[src/rtl/turn_signal_input_conditioner.sv]
// turn_signal_input_conditioner
//
// Front end for the turn-signal Moore FSM. Raw lever switches and the raw
// emergency push-button come straight from board pins. Each bit passes
// through a 2-flop synchronizer and is then debounced. The lever code is
// mapped onto the FSM's ADI input. Invalid codes are flagged. The momentary
// button is turned into a latched emergency level E by a small toggle FSM.
//
// Ports:
//   clk            board clock (50 MHz)
//   reset          asynchronous, active-high reset for every flop
//   lever_raw      raw lever pins: 00 off, 01 right, 10 left, 11 invalid
//   emerg_btn_raw  raw emergency push-button, 1 = pressed
//   ADI            conditioned lever code to the FSM
//   E              latched emergency request to the FSM
//   lever_invalid  high while the debounced lever reads 11
//   emerg_pulse    one-cycle strobe coincident with every E toggle
//
// Parameters:
//   DEBOUNCE_CYCLES  consecutive stable cycles needed to accept a new value
//                    (legal range 2 .. 2**CNT_W-1)
//   CNT_W            width of each debounce counter
//
// Optional build macro:
//   TURN_LEVER_HOLD_EN  when defined, an invalid lever code (11) keeps ADI
//                       at its last valid code instead of forcing 00.

module turn_signal_input_conditioner #(
    parameter int DEBOUNCE_CYCLES = 500000,
    parameter int CNT_W           = 20
) (
    input  logic       clk,
    input  logic       reset,
    input  logic [1:0] lever_raw,
    input  logic       emerg_btn_raw,
    output logic [1:0] ADI,
    output logic       E,
    output logic       lever_invalid,
    output logic       emerg_pulse
);

    // The edge that would raise a counter to DEBOUNCE_CYCLES-1 accepts the new
    // value instead. The change edge clears the counter and counts as the first
    // stable cycle. A value is therefore accepted after exactly DEBOUNCE_CYCLES
    // stable samples, and the counter never holds more than DEBOUNCE_CYCLES-2.
    localparam logic [CNT_W-1:0] ACCEPT_CNT = CNT_W'(DEBOUNCE_CYCLES - 2);

    typedef enum logic [1:0] {
        OFF_IDLE = 2'd0,
        ON_HELD  = 2'd1,
        ON_IDLE  = 2'd2,
        OFF_HELD = 2'd3
    } emerg_state_t;

    logic [1:0]       lev_s1_q, lev_s1_d;
    logic [1:0]       lev_s_q, lev_s_d;
    logic [1:0]       lev_prev_q, lev_prev_d;
    logic [1:0]       lev_db_q, lev_db_d;
    logic [CNT_W-1:0] lev_cnt_q, lev_cnt_d;

    logic             btn_s1_q, btn_s1_d;
    logic             btn_s_q, btn_s_d;
    logic             btn_prev_q, btn_prev_d;
    logic             btn_db_q, btn_db_d;
    logic [CNT_W-1:0] btn_cnt_q, btn_cnt_d;

    logic [1:0]       adi_q, adi_d;
    logic             lever_invalid_q, lever_invalid_d;

    emerg_state_t     state_q, state_d;
    logic             e_q, e_d;
    logic             emerg_pulse_q, emerg_pulse_d;

    // Two-stage synchronizer chains. The *_prev copies hold the previous
    // cycle's synchronized value so the debouncers can detect a fresh change.
    always_comb begin
        lev_s1_d   = lever_raw;
        lev_s_d    = lev_s1_q;
        lev_prev_d = lev_s_q;
        btn_s1_d   = emerg_btn_raw;
        btn_s_d    = btn_s1_q;
        btn_prev_d = btn_s_q;
    end

    // Lever debounce. The counter runs only while the synchronized code
    // differs from the accepted code and matches the previous cycle.
    // Otherwise it clears, so a glitch restarts the whole stability window.
    always_comb begin
        lev_db_d  = lev_db_q;
        lev_cnt_d = '0;
        if ((lev_s_q != lev_db_q) && (lev_s_q == lev_prev_q)) begin
            if (lev_cnt_q >= ACCEPT_CNT) begin
                lev_db_d = lev_s_q;
            end else begin
                lev_cnt_d = lev_cnt_q + CNT_W'(1);
            end
        end
    end

    // Button debounce. This uses the same rule as the lever and runs on its
    // own counter, so the two inputs never interact.
    always_comb begin
        btn_db_d  = btn_db_q;
        btn_cnt_d = '0;
        if ((btn_s_q != btn_db_q) && (btn_s_q == btn_prev_q)) begin
            if (btn_cnt_q >= ACCEPT_CNT) begin
                btn_db_d = btn_s_q;
            end else begin
                btn_cnt_d = btn_cnt_q + CNT_W'(1);
            end
        end
    end

    // Lever code mapping, registered one cycle after the debounced value.
    // adi_q only ever holds a valid code, so in hold mode it already
    // remembers the last valid lever position.
    always_comb begin
        adi_d           = lev_db_q;
        lever_invalid_d = 1'b0;
        if (lev_db_q == 2'b11) begin
            lever_invalid_d = 1'b1;
`ifdef TURN_LEVER_HOLD_EN
            adi_d = adi_q;
`else
            adi_d = 2'b00;
`endif
        end
    end

    // Emergency toggle FSM. Each debounced press flips E exactly once. The
    // HELD states wait for release, so a held button cannot re-toggle. E and
    // the strobe are registered so the FSM downstream sees clean levels.
    always_comb begin
        state_d       = state_q;
        e_d           = e_q;
        emerg_pulse_d = 1'b0;
        case (state_q)
            OFF_IDLE: begin
                if (btn_db_q) begin
                    state_d       = ON_HELD;
                    e_d           = 1'b1;
                    emerg_pulse_d = 1'b1;
                end
            end
            ON_HELD: begin
                if (!btn_db_q) begin
                    state_d = ON_IDLE;
                end
            end
            ON_IDLE: begin
                if (btn_db_q) begin
                    state_d       = OFF_HELD;
                    e_d           = 1'b0;
                    emerg_pulse_d = 1'b1;
                end
            end
            OFF_HELD: begin
                if (!btn_db_q) begin
                    state_d = OFF_IDLE;
                end
            end
            default: begin
                state_d = OFF_IDLE;
                e_d     = 1'b0;
            end
        endcase
    end

    // All state registers. Reset is asynchronous, so a reset in the middle of
    // a debounce window throws away any partial count immediately.
    always_ff @(posedge clk or posedge reset) begin
        if (reset) begin
            lev_s1_q        <= 2'b00;
            lev_s_q         <= 2'b00;
            lev_prev_q      <= 2'b00;
            lev_db_q        <= 2'b00;
            lev_cnt_q       <= '0;
            btn_s1_q        <= 1'b0;
            btn_s_q         <= 1'b0;
            btn_prev_q      <= 1'b0;
            btn_db_q        <= 1'b0;
            btn_cnt_q       <= '0;
            adi_q           <= 2'b00;
            lever_invalid_q <= 1'b0;
            state_q         <= OFF_IDLE;
            e_q             <= 1'b0;
            emerg_pulse_q   <= 1'b0;
        end else begin
            lev_s1_q        <= lev_s1_d;
            lev_s_q         <= lev_s_d;
            lev_prev_q      <= lev_prev_d;
            lev_db_q        <= lev_db_d;
            lev_cnt_q       <= lev_cnt_d;
            btn_s1_q        <= btn_s1_d;
            btn_s_q         <= btn_s_d;
            btn_prev_q      <= btn_prev_d;
            btn_db_q        <= btn_db_d;
            btn_cnt_q       <= btn_cnt_d;
            adi_q           <= adi_d;
            lever_invalid_q <= lever_invalid_d;
            state_q         <= state_d;
            e_q             <= e_d;
            emerg_pulse_q   <= emerg_pulse_d;
        end
    end

    assign ADI           = adi_q;
    assign E             = e_q;
    assign lever_invalid = lever_invalid_q;
    assign emerg_pulse   = emerg_pulse_q;

endmodule

[config.mk]
export PLATFORM = sky130hd
export DESIGN_NAME = turn_signal_input_conditioner
export DESIGN_NICKNAME = d
export VERILOG_FILES = /design/src/rtl/turn_signal_input_conditioner.sv
export SDC_FILE = /design/constraint.sdc
export NUM_CORES = 1
export LEC_CHECK = 0
export ABC_AREA = 1
export BUFFER_PORTS_ARGS = -buffer_cell sky130_fd_sc_hd__buf_4
export CAP_MARGIN = 15
export CORE_MARGIN = 1.5
export CORE_UTILIZATION = 50
export CTS_BUF_LIST = sky130_fd_sc_hd__clkbuf_8
export CTS_CLUSTER_SIZE = 10
export DETAILED_ROUTE_END_ITERATION = 10
export HOLD_SLACK_MARGIN = 0.03
export PLACE_DENSITY = 0.66
export SLEW_MARGIN = 10
export SYNTH_ARGS = -nofsm -noshare
export SYNTH_HDL_FRONTEND = slang
export SYNTH_SLANG_ARGS = --single-unit
[constraint.sdc]
create_clock -name clk -period 2.35 [get_ports clk]
set_input_delay 0.3525 -clock clk [delete_from_list [all_inputs] [get_ports clk]]
set_output_delay 0.3525 -clock clk [all_outputs]
set_load 0.005 [all_outputs]
==> metrics.md <==
| Metric | Value |
|---|---|
| Final instance area | `between 3000 and 4000 um2` |
| Status | `completed` |
| Fin. max-slew vios | `0` |
| Worst Path Class, Setup | `flop to flop` |
| Buffers on Ports | `9` |
| Cell taking the most area after synthesis | `dfrtp_1` |
| Tightest Hold Check Type | `input pin to flop` |
| First-pass GRT wire length | `about 9300 um` |
| Max Fclk | `between 600 and 700 MHz` |
| Rows | `28` |
| # DRC | `0` |
| Vias per cell | `between 4 and 5` |
| Post-DP Area | `3213 um2` |
| Initial core utilization | `0.5194` |
| PwrDens | `between 700 and 800 nW/um2` |
| Synth Area per Inst | `around 9.2 um2` |
| Synth warn | `0` |
| Root buf cell | `clkbuf_8` |
| Post-Syn Instances | `335` |
| Synth top area share | `0.4801` |
| Drt first-iter violations | `roughly 80` |
| Fin Setup TNS | `0 ns` |
| Num CTS Buffers | `9` |
| Core area | `5921 um2` |
| Post-Syn Area | `around 3000 um2` |
| P&R area growth vs syn | `11.03%` |
| RSZ-0062 raised after global routing | `no` |
| Most common cell after layout, fill and taps aside | `dfrtp_1` |
| DRT antenna net count | `0` |
| Cell Count, Final, Fillers Out | `about 440` |
| Max Cap Violations | `0` |
| Drt total wl | `approximately 5300 um` |
| Register area share after synthesis | `0.4801` |
| Clock sinks | `59` |
| Setup-failing EPs final | `0` |
| N_diodes | `0` |
| Synth area leaders | `dfrtp_1, nand2_1, xor2_1` |
| Worst path required time | `2.57 ns` |
| Layout cells sized above 1 | `0.2222` |
| Chip Height | `between 80 and 90 um` |
| Cells along the critical path | `ha_1 -> nand2_1 -> nor2_2 -> nand2_1 -> nor3_1 -> xor2_1 -> nor2_1` |
| Clk_skew | `around 0.012 ns` |
| GP Congestion | `0.8444` |
| Post-CTS setup buffers | `0` |
| Largest fanout on the critical path | `4` |
| Die Wd | `between 80 and 90 um` |
| Cell variety after synth | `28` |
| Vias in the first global route | `2072` |
| Post-DR wirelength/cell | `12.20 um` |
| Final min period | `between 1.5 and 2 ns` |
| Clock buffer depth | `2` |
| Setup crit end kind | `flop` |
| Final nets | `roughly 370` |
| Fin util | `0.5767` |
| CP Data Arrival Time | `1.78 ns` |
| DR vias | `approximately 2100` |
| H-tree levels | `3` |
| Clock slew at reported path FFs | `around 0.06 ns` |
| Hpwl dp | `3824 um` |
| Grt total ovfl | `0` |
| Peak supply drop | `between 600 and 700 uV` |
| IO Pins | `10` |
| Final Hold Fails | `0` |
| DRT Pass-1 Iters | `5` |
| Total die area | `~6600 um2` |
| Yosys reg bits | `59` |
| Placed insts | `between 400 and 500` |
| Leak | `about 1.5 nW` |
| GRT Resource Usage Total | `0.1892` |
| Overall Power | `approximately 0.0024 W` |
| Cell mode on critical path | `nand2_1` |
| Slowest cell on crit path | `dfrtp_1` |
| Critical path launch point type | `flop` |
| Crit-path max cell delay | `~0.40 ns` |
| Initial antenna violation count | `0` |
| CTS tree | `built` |
| Most frequent cells in the layout | `dfrtp_1, nand2_1, nor2_1, inv_1, nor2_2` |
| Final period util | `0.6638` |
| Clk Latency, worst-skew pair | `between 0.3 and 0.4 ns` |
| Post-cts sizing count | `0` |
| Largest net degree at the start of global routing | `24` |
## repair_timing
item / in CTS / in global routing
endpoints found under the hold margin: 1 / 0
endpoints found under the setup margin: 0 / 0
hold buffers: 1 / 0
## worst paths after layout
path                            cells after the start             to  slack (ns)          start
min in group asynchronous                           3  lev_cnt_q[13]        0.58          reset
worst max register to register                      7  btn_cnt_q[14]        0.79   btn_cnt_q[1]
worst min-delay path                                1       btn_s1_q        0.12  emerg_btn_raw
max in group asynchronous                           4  lev_cnt_q[16]        1.14          reset
worst min register to register                      0  lev_prev_d[0]        0.35    lev_s1_q[0]
worst max-delay path                                7  btn_cnt_q[14]        0.79   btn_cnt_q[1]
## cells in the mapped netlist
| master | count |
|---|---|
| inv_2 | 2 |
| xnor2_1 | 13 |
| inv_1 | 33 |
| o21bai_1 | 2 |
| buf_12 | 1 |
| nand3_1 | 14 |
| nor3_4 | 1 |
| nand2_4 | 1 |
| nor2_1 | 49 |
| nor3_2 | 1 |
| nor2_4 | 2 |
| nor3_1 | 5 |
| a21oi_1 | 1 |
| or2_2 | 1 |
| dfrtp_1 | 59 |
| buf_6 | 2 |
| nand4_4 | 1 |
| nand2_1 | 56 |
| a21oi_4 | 3 |
| conb_1 | 1 |
| nand4_1 | 12 |
| nand2_2 | 8 |
| nand3_2 | 3 |
| nor2_2 | 29 |
| o21ai_0 | 3 |
| xor2_1 | 23 |
| a21oi_2 | 1 |
| ha_1 | 8 |
## registers in the layout, summed over array words and instances (netlist names)
signal         count
btn_cnt_q         20
lev_cnt_q         20
ADI                2
lev_db_q           2
lev_prev_d         2
lev_prev_q         2
lev_s1_q           2
state_q            2
E                  1
btn_db_q           1
btn_prev_d         1
btn_prev_q         1
btn_s1_q           1
emerg_pulse        1
lever_invalid      1
## logic make-up after synthesis
kind of cell / after synthesis / synth area share
AND/OR/NAND/NOR: 183 / 0.2970
buffers and inverters: 38 / 0.05655
flip-flops: 59 / 0.4801
adder cells (fa/ha/maj): 8 / 0.03255
other: 1 / 0.001219
XOR/XNOR: 36 / 0.1025
AO/OA/AOI/OAI: 10 / 0.03010
## where the power goes
| group | leakage, nW | switching [W] | internal [W] |
|---|---|---|---|
| clock network | 0.102 | 0.000400 | 0.000508 |
| logic | 0.614 | 0.000207 | 0.000146 |
| registers | 0.783 | 0.0000670 | 0.00110 |
## critical path: cells and delay by family, from the launching register on
| family | cells | cell delay [ns] |
|---|---|---|
| flip-flops | 1 | 0.40 |
| adder cells (fa/ha/maj) | 1 | 0.22 |
| XOR/XNOR | 1 | 0.17 |
| AND/OR/NAND/NOR | 5 | 0.64 |
## area by class of cell
class / instances / area, um2
clock inverters: 5 / 53.80
clock buffers: 10 / 137.6
flip-flops and latches: 59 / 1476
fillers: 520 / 2506
repair buffers: 12 / 92.59
well taps: 75 / 93.84
multi-input cells: 239 / 1429
inverters: 35 / 131.4
## metrics by stage
stage | worst slack [ns] | hold slack (ns)
finish | 0.7901 | 0.1184
global route | 0.5920 | 0.09733
CTS | 0.7711 | 0.09838
detailed placement | 0.7913 | 0.3347
global placement | 0.8310 | 0.3317
floorplan | 0.5412 | 0.3312
## per-layer routing
metal  up-vias  track usage  wire [um]
li1       1083            -          -
met1       981       0.2305       2469
met2        26       0.3083       2586
met3         7      0.06444        175
met4         0      0.07414         75
met5         -            0          0
Power figures use the tool's default switching activity.
